$ cat src/rtl/rr_operand_arbiter.sv
// rr_operand_arbiter
//   Round-robin feeder for the 2:1 operand mux (out = C ? A : B). Two
//   valid/ready operand streams compete for a single-entry output register.
//   A tie goes to the source the priority pointer names, and the pointer
//   flips to the other source after every transfer.
//
// Ports
//   clk        rising-edge clock for all state
//   rst        synchronous, active-high reset
//   a_valid/a_data/a_ready   operand stream A (sel = 1)
//   b_valid/b_data/b_ready   operand stream B (sel = 0)
//   sel        combinational grant, drives the downstream mux C input
//   out_valid/out_data/out_src/out_ready   registered output stream
//
// state    | meaning
// ---------+------------------------------------------------------------
// ST_EMPTY | output register holds nothing; any grant loads it
// ST_FULL  | output register holds an operand; a grant loads only when
//          | out_ready drains it in the same cycle

module rr_operand_arbiter #(
   parameter int WIDTH    = 4,
   parameter bit PRIO_RST = 1'b1
) (
   input  logic             clk,
   input  logic             rst,
   input  logic             a_valid,
   input  logic [WIDTH-1:0] a_data,
   output logic             a_ready,
   input  logic             b_valid,
   input  logic [WIDTH-1:0] b_data,
   output logic             b_ready,
   output logic             sel,
   output logic             out_valid,
   output logic [WIDTH-1:0] out_data,
   output logic             out_src,
   input  logic             out_ready
);

   typedef enum logic {
      ST_EMPTY = 1'b0,
      ST_FULL  = 1'b1
   } state_t;

   state_t           state_q;
   logic             prio_q;
   logic [WIDTH-1:0] data_q;
   logic             src_q;

   logic             can_load;
   logic             grant;
   logic             xfer;
   logic [WIDTH-1:0] data_d;

   // A full register may reload in the cycle it drains.
   assign can_load = (state_q == ST_EMPTY) || out_ready;

   // With no requester, sel parks on the pointer so the mux select stays quiet.
   always_comb begin
      sel = prio_q;
      if (a_valid && b_valid) sel = prio_q;
      else if (a_valid)       sel = 1'b1;
      else if (b_valid)       sel = 1'b0;
   end

   assign grant   = a_valid || b_valid;
   assign xfer    = grant && can_load && !rst;
   assign a_ready = can_load && a_valid &&  sel && !rst;
   assign b_ready = can_load && b_valid && !sel && !rst;
   assign data_d  = sel ? a_data : b_data;

   always_ff @(posedge clk) begin
      if (rst) begin
         state_q <= ST_EMPTY;
         data_q  <= '0;
         src_q   <= 1'b0;
         prio_q  <= PRIO_RST;
      end else begin
         // The pointer moves only on a transfer, so a stalled loser keeps its turn.
         if (xfer) begin
            data_q <= data_d;
            src_q  <= sel;
            prio_q <= !sel;
         end
         case (state_q)
            ST_EMPTY: begin
               if (xfer) state_q <= ST_FULL;
            end
            ST_FULL: begin
               if (out_ready && !xfer) state_q <= ST_EMPTY;
            end
            default: state_q <= ST_EMPTY;
         endcase
      end
   end

   assign out_valid = (state_q == ST_FULL);
   assign out_data  = data_q;
   assign out_src   = src_q;

endmodule

$ cat config.mk
export PLATFORM = sky130hd
export DESIGN_NAME = rr_operand_arbiter
export DESIGN_NICKNAME = d
export VERILOG_FILES = /design/src/rtl/rr_operand_arbiter.sv
export SDC_FILE = /design/constraint.sdc
export NUM_CORES = 1
export LEC_CHECK = 0
export ABC_CLOCK_PERIOD_IN_PS = 1530
export BUFFER_PORTS_ARGS = -buffer_cell sky130_fd_sc_hd__buf_4
export CELL_PAD_IN_SITES_DETAIL_PLACEMENT = 1
export CELL_PAD_IN_SITES_GLOBAL_PLACEMENT = 1
export CORE_UTILIZATION = 27
export DETAILED_ROUTE_END_ITERATION = 10
export PLACE_DENSITY = 0.81
export SLEW_MARGIN = 10
export SYNTH_ARGS = -nofsm -noshare
export SYNTH_HDL_FRONTEND = slang
export SYNTH_SLANG_ARGS = --single-unit
$ cat constraint.sdc
create_clock -name clk -period 1.53 [get_ports clk]
set_input_delay 0.0765 -clock clk [delete_from_list [all_inputs] [get_ports clk]]
set_output_delay 0.0765 -clock clk [all_outputs]
set_load 0.005 [all_outputs]
* Yosys cells after proc, flatten, opt, wreduce, memory -nomap -nowiden
Cells that the tools add are included.
Storage, ports and cells: bits in registers 7, output and inout bits 9
Operators by class: multiplexer cells 7, bitwise logic cells 1, reduce and logical (&&, ||, !) cells 15
Operators with widths (number):
- $logic_and A1 B1 Y1 | 10
- $mux W1 | 5
- $mux W4 | 1
- $logic_not A1 Y1 | 3
- $logic_or A1 B1 Y1 | 2
- $pmux W1 S2 | 1
- $not A1 Y1 | 1

* Logic depth before layout (Yosys ltp)
depth after elaboration 8, depth in mapped cells 4, gate-level depth less buffers 4

* Least setup slack after synthesis
No wires, ideal clock.
kind register -> register, start point reg state_q (netlist: out_valid), end point reg data_q[0] (netlist: out_data[0]), arrival 1.087 ns, data required time 1.464 ns, path slack 0.378 ns, cell stages (with the launch flop) 5, buffers on the path 0, cell sequence dfxtp_1 and2b_4 a2111oi_4 a222oi_1 nor2_1
Between the ends: word-level cells in the longest chain between the ends 4
Ends and longest elaborated chain:
- from (decl) | RTL line 45 | state_t state_q;
- from (signal assigned) | RTL line 74 | state_q <= ST_EMPTY;
- from (signal assigned) | RTL line 87 | if (xfer) state_q <= ST_FULL;
- from (signal assigned) | RTL line 90 | if (out_ready && !xfer) state_q <= ST_EMPTY;
- $not A1 Y1
- $logic_or A1 B1 Y1 | RTL line 56 | assign can_load = (state_q == ST_EMPTY) || out_ready;
- $logic_and A1 B1 Y1 (2 in a row) | RTL line 67 | assign xfer = grant && can_load && !rst;
- to (signal assigned) | RTL line 81 | data_q <= data_d;
- to (decl) | RTL line 47 | logic [WIDTH-1:0] data_q;
No other way between the ends. A chain may end at the register's enable or synchronous reset.

* Final worst setup path
start point reg state_q (netlist: out_valid), end point out b_ready
Between the ends: word-level cells in the longest chain between the ends 5
Ends and longest elaborated chain:
- $not A1 Y1
- $logic_or A1 B1 Y1 | RTL line 56
- $logic_and A1 B1 Y1 (3 in a row) | RTL line 69 | assign b_ready = can_load && b_valid && !sel && !rst;
- to (decl) | RTL line 32 | output logic b_ready,
No other way between the ends.

==> flow_summary.ini <==
[placed_design]
post-place-ws_ps = 298
place_area_um2 = 523
place.gp.congestion = 0.697
hpwl_um = 838
portBuffers = 21

[drt]
antenna_left = 0
totalWireLength_mm = 1.10
vias = 385
firstDrtPassIters = 4
drtIter0Drc = 7
routed_via_density = 5.00
drc_errors = 0
wl_per_cell_um = 14.3

[floorplan]
start_util = 0.309
coreArea_um2 = 1170
die_w_um = 38.6
io_pins = 22
fp-row-count = 12
die-height_um = 38.6
fp.dieArea_um2 = 1490

[setup_path]
worst_ep_required_time_ps = 1450
path_max_fanout = 5
slowest_stage = a2111oi_4
cpPeakStageDelay_ps = 400
crit_path_start_kind = flip-flop
worstSetupPathType = reg2out
cp-end-kind = output port
arrival_ps = 1370
worstRegToRegCells = 4
path_cells = and2b_4 > a2111oi_4 > buf_4

[cts]
cts_setup_buffers = 0
cts.sinks = 7
clockBufferDepth = 2
hold_buffers = 2
clkTransAtPathRegs_ps = 60
cts-root-buf = clkbuf_4
tritoncts = yes
cts_resized = 0
ctsHtreeMaxLevel = 1
clk_latency_ps = 260
numCtsBuffers = 3

[timing]
tightest_slew_ps = 402
rsz0062_at_grt = no
skew_ps = 3.65
fin_crit_sh = 0.947
hold_viol_final = 0
min_period_ps = 1450
fin_tns_setup_ps = 0
setup_violations = 0
slew_viol_final = 0
max_freq_ghz = 0.690
setup_slack_ps = 81.3
max_slew_margin = 0.732

[yosys]
ys.flop_type = dfxtp_1
synth_seq_area_share = 0.388
synth_common_cells = dfxtp_1, nand2_1, nor2_1
syn_area_per_cell_um2 = 9.77
synth_top_cell_area_share = 0.388
ys_types = 18
synth-seq-cells = 7
synth_nets = 50
synth_top_area_cell = dfxtp_1
synth-edff-count = 0
syn_inst = 37
ys_warn_count = 0
synthTopCellsByArea = dfxtp_1, a2111oi_4, nand2_1, nor4_4, a222oi_1
synthArstFlopShare = 0
syn-cell-area_um2 = 362

[grt]
grt_pass1_vias = 377
grt_usage = 0.182
antenna_found_initial = 0
grt_pass1_wl_mm = 1.71
grt_max_degree = 9
overflow = 0

[finish]
drive_gt1_frac = 0.476
seq_area_um2 = 140
multiInputGateArea_um2 = 200
nets = 77
antenna_cells = 0
fillCellCount = 142
fin_util = 0.486
syn2layout_area_growth_pct = 57.4
finalInstanceArea_um2 = 569

[worst_hold_path]
holdPathStages = 3
hold_class = in2reg

[power]
power_leakage_nw = 0.268
pwr_density_cell_nw_per_um2 = 895
peakVddDrop_mv = 0.383

[status]
status = complete, no violations

[flow_run]
cap_viol_max_count = 0
sequential cells by signal, indices dropped and copies added, names as in the netlist:
| name | count |
|---|---|
| out_data | 4 |
| out_src | 1 |
| out_valid | 1 |
| prio_q | 1 |
where the power goes:
group	leakage [nW]	internal (mW)	switching, mW
logic	0.195	0.0681	0.0483
clock network	0.0150	0.100	0.0824
registers	0.0580	0.196	0.0136
total	0.268	0.365	0.144
per-stage QoR:
step	power (mW)	hold slack, ps	instances
after global routing	0.532	75.5	77
after detailed placement	0.326	267	71
final	0.509	50.5	77
after global placement	0.322	260	71
after floorplan	0.265	175	37
after CTS	0.517	45.1	77
final timing paths:
check / start / to / slack, ps
setup / recovery: out_valid / b_ready / 80
hold reg to reg: out_data[0] / out_data[0] / 510
setup reg to reg: out_valid / out_data[2] / 280
hold / removal: b_data[1] / out_data[1] / 50
final cells by class:
cell class / instances / share of cell area
Multi-Input combinational cell: 27 / 0.352
Timing Repair Buffer: 23 / 0.312
Sequential cell: 7 / 0.246
Clock buffer: 4 / 0.0462
Tap cell: 14 / 0.0308
Inverter: 2 / 0.0132
worst max-delay path: cells and delay by family, from the launching register on:
family / cells / cell delay (ps)
AOI/OAI and AO/OA: 1 / 400
buffers and inverters: 1 / 190
DFF: 1 / 330
and+or+nand+nor: 1 / 190
layer usage:
metal / share of wire / GRT usage
met4: 0.015 / 0.103
met2: 0.54 / 0.313
met1: 0.40 / 0.186
met3: 0.046 / 0.0694
met5: 0 / 0
cells by family (layout without fill, tap and decap cells):
logic type / count (synthesis) / in the layout / synth area share
compound gates: 11 / 11 / 0.280
buf+inv: 3 / 29 / 0.0588
flops: 7 / 7 / 0.388
simple gates: 16 / 16 / 0.273
cell usage in the layout, fill, tap and decap left out, drive strengths merged:
| master | count |
|---|---|
| nand2b | 1 |
| nor4 | 1 |
| nand2 | 7 |
| a31oi | 1 |
| inv | 2 |
| or2 | 1 |
| a22oi | 2 |
| dfxtp | 7 |
| and2b | 1 |
| a2bb2oi | 1 |
| a211o | 1 |
| a222oi | 2 |
| clkbuf | 4 |
| a2111oi | 1 |
| buf | 21 |
| dlygate4sd3 | 2 |
| a21oi | 3 |
| nor2b | 1 |
| nor2 | 4 |
No activity file was read; power rests on OpenSTA's default activity.
